`src/rtl/clock24_pkg.sv`:
```
// Shared types and limits for the 24-hour clock alarm logic.
// ALARM_SNOOZE_EN adds the SNOOZE state to alm_state_t.
package clock24_pkg;

    localparam int HOUR_MAX = 23;
    localparam int MIN_MAX  = 59;

    typedef struct packed {
        logic [3:0] tens;
        logic [3:0] ones;
    } bcd_pair;

    typedef enum logic [2:0] {
        ST_IDLE,
        ST_SET_HOUR,
        ST_SET_MIN,
        ST_RINGING
`ifdef ALARM_SNOOZE_EN
        , ST_SNOOZE
`endif
    } alm_state_t;

    function automatic bcd_pair to_bcd(input int unsigned v);
        bcd_pair r;
        r.tens = 4'(v / 10);
        r.ones = 4'(v % 10);
        return r;
    endfunction

endpackage

```
`src/rtl/alm_bcd_inc.sv`:
```
// Two-digit BCD register that counts up on inc and wraps to 00 after LIMIT.
module alm_bcd_inc
    import clock24_pkg::*;
#(
    parameter int      LIMIT   = MIN_MAX,
    parameter bcd_pair RST_VAL = '0
) (
    input  logic    clk,
    input  logic    rst_n,
    input  logic    inc,
    output bcd_pair q
);

    localparam bcd_pair LIM = to_bcd(LIMIT);

    // NOTE: state registers use non-blocking assignments so every flop samples pre-edge values.
    always_ff @(posedge clk or negedge rst_n) begin
        if (!rst_n) begin
            q <= RST_VAL;
        end else if (inc) begin
            if (q == LIM)
                q <= '0;
            else if (q.ones == 4'd9)
                q <= '{tens: q.tens + 4'd1, ones: 4'd0};
            else
                q.ones <= q.ones + 4'd1;
        end
    end

endmodule

```
`src/rtl/alarm_ctrl.sv`:
```
// Alarm controller: alarm-time setting, arm/disarm, ringing and auto-stop.
// Define ALARM_SNOOZE_EN to build the SNOOZE state and its counter.
module alarm_ctrl
    import clock24_pkg::*;
#(
    parameter int RING_SEC   = 60,
    parameter int SNOOZE_SEC = 300,
    parameter int RST_HOUR   = 6
) (
    input  logic       clk,
    input  logic       rst_n,
    input  logic       en1hz,
    input  logic       sig2hz,
    input  logic       almkey,
    input  logic       select,
    input  logic       adjust,
    input  logic [1:0] hour10,
    input  logic [3:0] hour1,
    input  logic [2:0] min10,
    input  logic [3:0] min1,
    input  logic [2:0] sec10,
    input  logic [3:0] sec1,
    output logic [1:0] ahour10,
    output logic [3:0] ahour1,
    output logic [2:0] amin10,
    output logic [3:0] amin1,
    output logic       almsel,
    output logic       ahouron,
    output logic       aminon,
    output logic       armed,
    output logic       buzz
);

    if (RING_SEC < 1 || SNOOZE_SEC < 1) begin : g_param_check
        $error("alarm_ctrl: RING_SEC and SNOOZE_SEC must be at least 1");
    end

    localparam int RING_W = $clog2(RING_SEC + 1);

    alm_state_t        state, state_n;
    logic              armed_n;
    logic              match, match_q, trigger;
    logic              k_alm, k_sel, k_adj;
    logic              hour_inc, min_inc;
    logic              ring_clr, ring_inc;
    logic [RING_W-1:0] ring_cnt;
    bcd_pair           ahour, amin;

    // Only the highest-priority key of a simultaneous group acts.
    assign k_alm = almkey;
    assign k_sel = select & ~almkey;
    assign k_adj = adjust & ~almkey & ~select;

    alm_bcd_inc #(.LIMIT(HOUR_MAX), .RST_VAL(to_bcd(RST_HOUR))) u_hour (
        .clk  (clk),
        .rst_n(rst_n),
        .inc  (hour_inc),
        .q    (ahour)
    );

    alm_bcd_inc #(.LIMIT(MIN_MAX), .RST_VAL('0)) u_min (
        .clk  (clk),
        .rst_n(rst_n),
        .inc  (min_inc),
        .q    (amin)
    );

    assign ahour10 = ahour.tens[1:0];
    assign ahour1  = ahour.ones;
    assign amin10  = amin.tens[2:0];
    assign amin1   = amin.ones;

    assign match = armed
                 & ({2'b00, hour10} == ahour.tens) & (hour1 == ahour.ones)
                 & ({1'b0, min10} == amin.tens) & (min1 == amin.ones)
                 & (sec10 == 3'd0) & (sec1 == 4'd0);
    assign trigger = match & ~match_q;

    always_ff @(posedge clk or negedge rst_n) begin
        if (!rst_n) begin
            state   <= ST_IDLE;
            armed   <= 1'b0;
            match_q <= 1'b0;
        end else begin
            state   <= state_n;
            armed   <= armed_n;
            match_q <= match;
        end
    end

    // Counters saturate at their terminal value; the FSM leaves the state there.
    always_ff @(posedge clk or negedge rst_n) begin
        if (!rst_n)
            ring_cnt <= '0;
        else if (ring_clr)
            ring_cnt <= '0;
        else if (ring_inc)
            ring_cnt <= ring_cnt + RING_W'(1);
    end

`ifdef ALARM_SNOOZE_EN
    localparam int SNZ_W = $clog2(SNOOZE_SEC + 1);

    logic             snz_clr, snz_inc;
    logic [SNZ_W-1:0] snz_cnt;

    always_ff @(posedge clk or negedge rst_n) begin
        if (!rst_n)
            snz_cnt <= '0;
        else if (snz_clr)
            snz_cnt <= '0;
        else if (snz_inc)
            snz_cnt <= snz_cnt + SNZ_W'(1);
    end
`endif

    // NOTE: every signal driven here gets a default first, so no path can infer a latch.
    always_comb begin
        state_n  = state;
        armed_n  = armed;
        hour_inc = 1'b0;
        min_inc  = 1'b0;
        ring_clr = 1'b0;
        ring_inc = 1'b0;
`ifdef ALARM_SNOOZE_EN
        snz_clr  = 1'b0;
        snz_inc  = 1'b0;
`endif
        almsel   = 1'b0;
        ahouron  = 1'b1;
        aminon   = 1'b1;
        buzz     = 1'b0;

        case (state)
            ST_IDLE: begin
                if (k_alm)
                    state_n = ST_SET_HOUR;
                else if (k_adj)
                    armed_n = ~armed;
                else if (trigger) begin
                    state_n  = ST_RINGING;
                    ring_clr = 1'b1;
                end
            end
            ST_SET_HOUR: begin
                almsel  = 1'b1;
                ahouron = sig2hz;
                if (k_alm)
                    state_n = ST_IDLE;
                else if (k_sel)
                    state_n = ST_SET_MIN;
                else if (k_adj)
                    hour_inc = 1'b1;
            end
            ST_SET_MIN: begin
                almsel = 1'b1;
                aminon = sig2hz;
                if (k_alm)
                    state_n = ST_IDLE;
                else if (k_sel) begin
                    state_n = ST_IDLE;
                    armed_n = 1'b1;
                end else if (k_adj)
                    min_inc = 1'b1;
            end
            ST_RINGING: begin
                buzz = sig2hz;
                if (k_alm || k_adj)
                    state_n = ST_IDLE;
                else if (k_sel) begin
`ifdef ALARM_SNOOZE_EN
                    state_n = ST_SNOOZE;
                    snz_clr = 1'b1;
`else
                    state_n = ST_IDLE;
`endif
                end else if (ring_cnt == RING_W'(RING_SEC))
                    state_n = ST_IDLE;
                else if (en1hz)
                    ring_inc = 1'b1;
            end
`ifdef ALARM_SNOOZE_EN
            ST_SNOOZE: begin
                if (k_alm || k_adj)
                    state_n = ST_IDLE;
                else if (snz_cnt == SNZ_W'(SNOOZE_SEC)) begin
                    state_n  = ST_RINGING;
                    ring_clr = 1'b1;
                end else if (en1hz)
                    snz_inc = 1'b1;
            end
`endif
            default: state_n = ST_IDLE;
        endcase
    end

endmodule

```
`config.mk`:
```
export PLATFORM = sky130hd
export DESIGN_NAME = alarm_ctrl
export DESIGN_NICKNAME = d
export VERILOG_FILES = /design/src/rtl/clock24_pkg.sv /design/src/rtl/alm_bcd_inc.sv /design/src/rtl/alarm_ctrl.sv
export SDC_FILE = /design/constraint.sdc
export NUM_CORES = 1
export LEC_CHECK = 0
export CAP_MARGIN = 20
export CORE_MARGIN = 5
export CORE_UTILIZATION = 44
export DETAILED_ROUTE_END_ITERATION = 16
export GPL_ROUTABILITY_DRIVEN = 0
export GPL_TIMING_DRIVEN = 0
export PLACE_DENSITY_LB_ADDON = 0.3
export SLEW_MARGIN = 20
export SYNTH_ARGS = -nofsm -noshare
export SYNTH_HDL_FRONTEND = slang
export SYNTH_HIERARCHICAL = 1
export SYNTH_SLANG_ARGS = --single-unit
```
`constraint.sdc`:
```
create_clock -name clk -period 1.8 [get_ports clk]
set_input_delay 0.18 -clock clk [delete_from_list [all_inputs] [get_ports clk]]
set_output_delay 0.18 -clock clk [all_outputs]
set_load 0.01 [all_outputs]
```
; After elaboration in Yosys (flattened, before gate mapping)
; Index checks and enable logic that the tools add are counted.
[word_totals]
regBits = 27
latchBits = 0
ramBits = 0
mem_bits_ro = 0
input_bits = 27
out_inout_bits = 18
wordCells = 103
memories = 0
[op_classes]
n_addsub = 5
mul = 0
div_mod_pow = 0
magnitude_cmp = 0
eq_ne = 21
n_shift = 0
muxes = 42
bitwise_logic = 14
reduce_logical = 13
[op_table]
columns = operator, count
row1 = $mux 3, 10
row2 = $mux 1, 22
row3 = $add 4x1->4 const B, 4
row4 = $mux 4, 4
row5 = $mux 8, 2
row6 = $mux 6, 2
row7 = $ne 3x3->1 const B, 4
row8 = $pmux 3 s4, 1
row9 = $and 1x1->1, 10
row10 = $reduce_and 5->1, 2
row11 = $eq 4x4->1, 2
row12 = $eq 4x4->1 const B, 2
row13 = $eq 8x6->1 const B, 1
row14 = $eq 8x7->1 const B, 1
row15 = $ne 2x2->1 const B, 4
row16 = $reduce_bool 2->1, 4
row17 = $add 6x1->6 const B, 1
row18 = $eq 3x2->1 const B, 2
row19 = $eq 6x6->1 const B, 1
row20 = $logic_not 3->1, 2
row21 = $eq 2x4->1, 1
row22 = $eq 3x4->1, 1
row23 = $logic_not 4->1, 1
row24 = $ne 4x4->1 const B, 1
row25 = other kinds (6), 10

; Longest topological paths before layout
[depth]
depth_word = 13
mapped_depth = 7
mapped_depth_nobuf = 7

; By module
; Netlist, hierarchy kept.
[modules_own_cells]
columns = mod, instances, cells_each, area_each_um2, seq_area_each_um2
row1 = alarm_ctrl, 1, 95, 875.8, 250.2
row2 = alm_bcd_inc at u_min, 1, 40, 464.2, 200.2
row3 = alm_bcd_inc at u_hour, 1, 41, 434.2, 202.7

; Least setup slack after synthesis
; OpenSTA, ideal clock, no wires.
[synth_path]
path_type = flip-flop to flip-flop
start = register u_hour/q[4] in the netlist's numbering
end = register u_hour/q[5] in the netlist's numbering
setup_time_ns = 0.126
arrival_ns = 1.752
t_required_ns = 1.674
setup_slack_ns = -0.078
stages_incl_launch_ff = 6
path_buffers = 0
period_less_slack_ns = 1.878
cell_sequence = dfrtp_1 > inv_1 > ha_1 > or4b_1 > a211o_1 > a221o_1
[synth_via]
elab_chain_cells = 3
word_cells_on_any_way = 6
classes_between = add/sub: 1 / eq/ne: 1 / mux: 2 / reduce/logical: 2
[synth_lines]
columns = item, line_no
row1 = "start, declared", alm_bcd_inc.sv:11  ; output bcd_pair q
row2 = "start signal, assigned", alm_bcd_inc.sv:24  ; q <= '{tens: q.tens + 4'd1, ones: 4'd0};
row3 = $add 4x1->4 / $eq 8x6->1 (equally long branches), "alm_bcd_inc.sv:24, alm_bcd_inc.sv:21"
row4 = $mux 4 / $reduce_bool 2->1 (equally long branches), n/a
row5 = $mux 8 / $reduce_and 2->1 (equally long branches), n/a
; Several ways; a longest one is shown, not always the timed one. The select of a mux whose other input is x is not followed.
; A chain may end at the register's enable or synchronous reset.

; Worst setup path in the final report
[layout_path]
start = register u_hour/q[4] in the netlist's numbering
end = register ring_cnt[2]
[layout_via]
elab_chain_cells = 13
word_cells_on_any_way = 14
classes_between = eq/ne: 1 / mux: 5 / bitwise: 7 / reduce/logical: 1
[layout_lines]
columns = item, line_no
row1 = $eq 2x4->1 *, alarm_ctrl.sv:74  ; & ({2'b00, hour10} == ahour.tens) & (hour1 == ahour.ones)
row2 = $and 1x1->1 * (2 in a row), alarm_ctrl.sv:74
row3 = $and 1x1->1 * (2 in a row), alarm_ctrl.sv:75  ; & ({1'b0, min10} == amin.tens) & (min1 == amin.ones)
row4 = $and 1x1->1 * (2 in a row), alarm_ctrl.sv:76  ; & (sec10 == 3'd0) & (sec1 == 4'd0);
row5 = $and 1x1->1 *, alarm_ctrl.sv:77  ; assign trigger = match & ~match_q;
row6 = $mux 1 *, alarm_ctrl.sv:140  ; else if (trigger) begin
row7 = $mux 1 *, alarm_ctrl.sv:138  ; else if (k_adj)
row8 = $mux 1 *, alarm_ctrl.sv:136  ; if (k_alm)
row9 = $mux 1 *, alarm_ctrl.sv:134  ; case (state)
row10 = $mux 6 / $reduce_bool 2->1 (equally long branches), n/a
row11 = "end signal, assigned", alarm_ctrl.sv:98  ; ring_cnt <= ring_cnt + RING_W'(1);
row12 = "end, declared", alarm_ctrl.sv:46  ; logic [RING_W-1:0] ring_cnt;
; Mark *: on every way between the ends. The rest lies on a longest branch, timed or not.

==> impl_metrics.yaml <==
routing:
  top_layer_used: "met4"
  first_iter_violations: 83
  viasPerCell: 5.25
  dr_wl_met3_um: 217
  dr_total_vias: 1550
  route.detailed.drc: 0
  wl_met2_mm: 2.27
  wl_met1_mm: 1.92
  first_pass_iters: 4
  wl_mm: 4.46
  ant_nets: 0
  routedWlPerCell_um: 15.1
die:
  core-area_mm2: 0.00394
  rows: 23
  die_area_mm2: 0.00540
  initial_utilization_pct: 45.0
  die_x_um: 73.5
  die_h_um: 73.5
  pin_count: 45
logic_synthesis:
  netlist_instances: 176
  ys_types: 48
  syn-num-nets: 215
  ys_warn_count: 6
  syn_area_per_cell_um2: 10.1
  synth_area_mm2: 0.00177
  ys_seq_area_share_pct: 36.8
  ys_seq_elements: 26
job:
  drv_cap: 0
sta:
  rsz0062_at_grt: "yes"
  slew_viol_final: 0
  finalCritPeriodShare_pct: 104
  slew_headroom_pct: 60.5
  worst_slack_ns: -0.0654
  fmaxAchievable_mhz: 536
  fin_skew_ns: 0.00614
  hold_viol: 0
  worst_pin_slew_ns: 0.593
  period_minus_slack_ns: 1.87
  hold_slack_ns: 0.437
  setup_viol: 8
clocking:
  clock-root-buffer: "clkbuf_8"
  htree_levels: 1
  cts_sinks: 26
  cts_buffers: 3
  clock_path_buffers: 2
  clk_pin_slew_ns: 0.09
  cts_tree: "built"
  clock_latency_ns: 0.27
pwr:
  worst_ir_drop_vdd_mv: 0.581
  combPwrFrac_pct: 52.1
  p_per_area_mw_per_mm2: 1000
  power.share.clock_pct: 13.3
  switching_share_pct: 38.1
  p_leak_nw: 1.14
  p_total_w: 0.00261
  power.internal_w: 0.00161
  p_seq_share_pct: 34.6
  power.net_switching_w: 0.000995
outcome:
  status: "complete, but fails checks"
  violations: "negative setup slack"
setup_path:
  path_max_fanout: 6
  cp_data_required_time_ns: 1.97
  critPathCaptureType: "flop"
  cp_data_arrival_time_ns: 2.04
  critical_path_class: "flop to flop"
  start_kind: "flop"
layout:
  instances_no_fill: 295
  area_delta_synth_final_pct: 46.4
  layout-drive-gt1-share_pct: 25.7
  n_antenna_cell: 0
  num-nets-final: 285
grt:
  grt_overflow_total: 0
  grt_pass1_vias: 1509
  antenna_found_initial: 0
  track_usage_pct: 17.4
  grt_start_max_net_pins: 27
  grt_pass1_wl_mm: 7.28
place:
  place_hpwl_mm: 3.06
  place_inst: 270
  io_buffers: 44
hold_path:
  hold_class: "primary input to async pin"
synth_stat cells (all sizes together):
cell	instances	area share, %
dfrtp	24	34
xor2	19	9.4
nor2	13	2.8
ha	12	8.5
inv	12	2.5
nor4	8	3.7
nand2	7	1.5
o21ai	7	2.0
a31oi	5	1.8
and2	4	1.4
and3	4	1.4
mux2i	4	2.3
nand3	4	1.1
nor2b	4	1.4
a21oi	3	0.85
a22o	3	1.5
nand2b	3	1.1
nand4	3	2.3
o211ai	3	1.3
or4	3	1.5
or4b	3	1.9
xnor2	3	1.5
a211o	2	0.99
a21bo	2	1.1
a21o	2	0.85
dfstp	2	3.0
nand4b	2	0.99
nor3b	2	0.85
a211oi	1	1.1
a221o	1	0.56
a32o	1	0.56
and2b	1	0.49
and3b	1	0.49
and4b	1	0.56
buf	1	0.63
clkbuf	1	0.21
mux2	1	0.85
nor3	1	0.28
o21bai	1	0.42
o22ai	1	0.35
or2b	1	0.42
flip-flops by register name (all words and copies together) (netlist names):
signal,cells
u_hour/q,8
u_min/q,8
ring_cnt,6
state,2
armed,1
match_q,1
worst max-delay path, stage by stage, from the launching register on:
cell,delay (ns)
dfrtp_2,0.43
buf_6,0.13
xor2_2,0.17
nor4_1,0.30
nand4_1,0.21
nor4_4,0.29
buf_4,0.18
nor2_1,0.05
per-layer routing:
layer / up-vias / track usage, %
met3: 4 / 2.46
met1: 741 / 23.2
met4: 0 / 6.44
met5: - / 0
met2: 36 / 28.4
li1: 769 / -
final timing paths:
kind	from	endpoint	slack [ns]	depth (start not counted)
hold reg to reg	u_hour/q[7]	u_hour/q[7]	0.51	1
setup reg to reg	u_hour/q[4]	ring_cnt[2]	-0.07	7
max in group asynchronous	rst_n	u_hour/q[0]	0.93	2
min in group clk	u_hour/q[7]	u_hour/q[7]	0.51	1
hold / removal	rst_n	u_min/q[5]	0.44	2
setup / recovery	u_hour/q[4]	ring_cnt[2]	-0.07	7
placed cells by master (no fill, tap or decap), drive strengths merged, types with 2 or more instances in the layout:
master	n
nand4	3
nand2b	3
buf	22
nor3b	2
a21bo	2
ha	12
dfstp	2
dfrtp	24
nor2b	4
and2	4
nand4b	2
dlymetal6s2s	3
a21oi	3
o211ai	3
inv	12
a31oi	5
nand2	7
a22o	3
clkdlybuf4s50	40
xnor2	3
nor2	13
nand3	4
or4b	3
mux2i	4
or4	3
clkbuf	5
and3	4
a211o	2
xor2	19
o21ai	7
nor4	8
a21o	2
metrics by stage:
step | setup slack (ns) | setup TNS [ns] | util, % | instance area (um^2)
floorplan | -0.0158 | -0.0158 | - | 1780
global placement | -0.480 | -4.32 | 57.8 | 2280
detailed placement | -0.498 | -4.77 | 57.7 | 2270
CTS | -0.0252 | -0.0636 | 64.2 | 2530
global route | -0.115 | -0.874 | 65.9 | 2600
finish | -0.0654 | -0.419 | 65.9 | 2600
layout make-up:
class	instances	area, um^2
flip-flops and latches	26	666
inverters	12	45.0
repair buffers	65	607
clock buffers	4	45.0
multi-input cells	136	1160
plain buffers	2	15.0
fillers	315	1350
well taps	50	62.6
power by group through the flow:
stage               registers [W]  clock network [W]  logic [W]
floorplan                0.000952                  0   0.000603
global placement         0.000951                  0    0.00108
detailed placement       0.000952                  0    0.00110
CTS                      0.000910           0.000356    0.00130
global route             0.000931           0.000380    0.00150
finish                   0.000903           0.000347    0.00136
cell families after synthesis:
logic type / share of synthesized area (%)
xor gates and xnor gates: 10.9
muxes: 3.10
AOI/OAI and AO/OA: 13.3
DFF: 36.8
buffers and inverters: 3.38
and+or+nand+nor: 24.0
adders and majority gates: 8.46
repair_timing:
action                     in CTS  in global routing
setup buffers                  15                  5
resized for setup              25                  9
setup endpoints to repair      14                 15
pin swaps                       7                  8
hold endpoints to repair       24                  0
hold buffers                    1                  0
No activity file was read; power rests on OpenSTA's default activity.
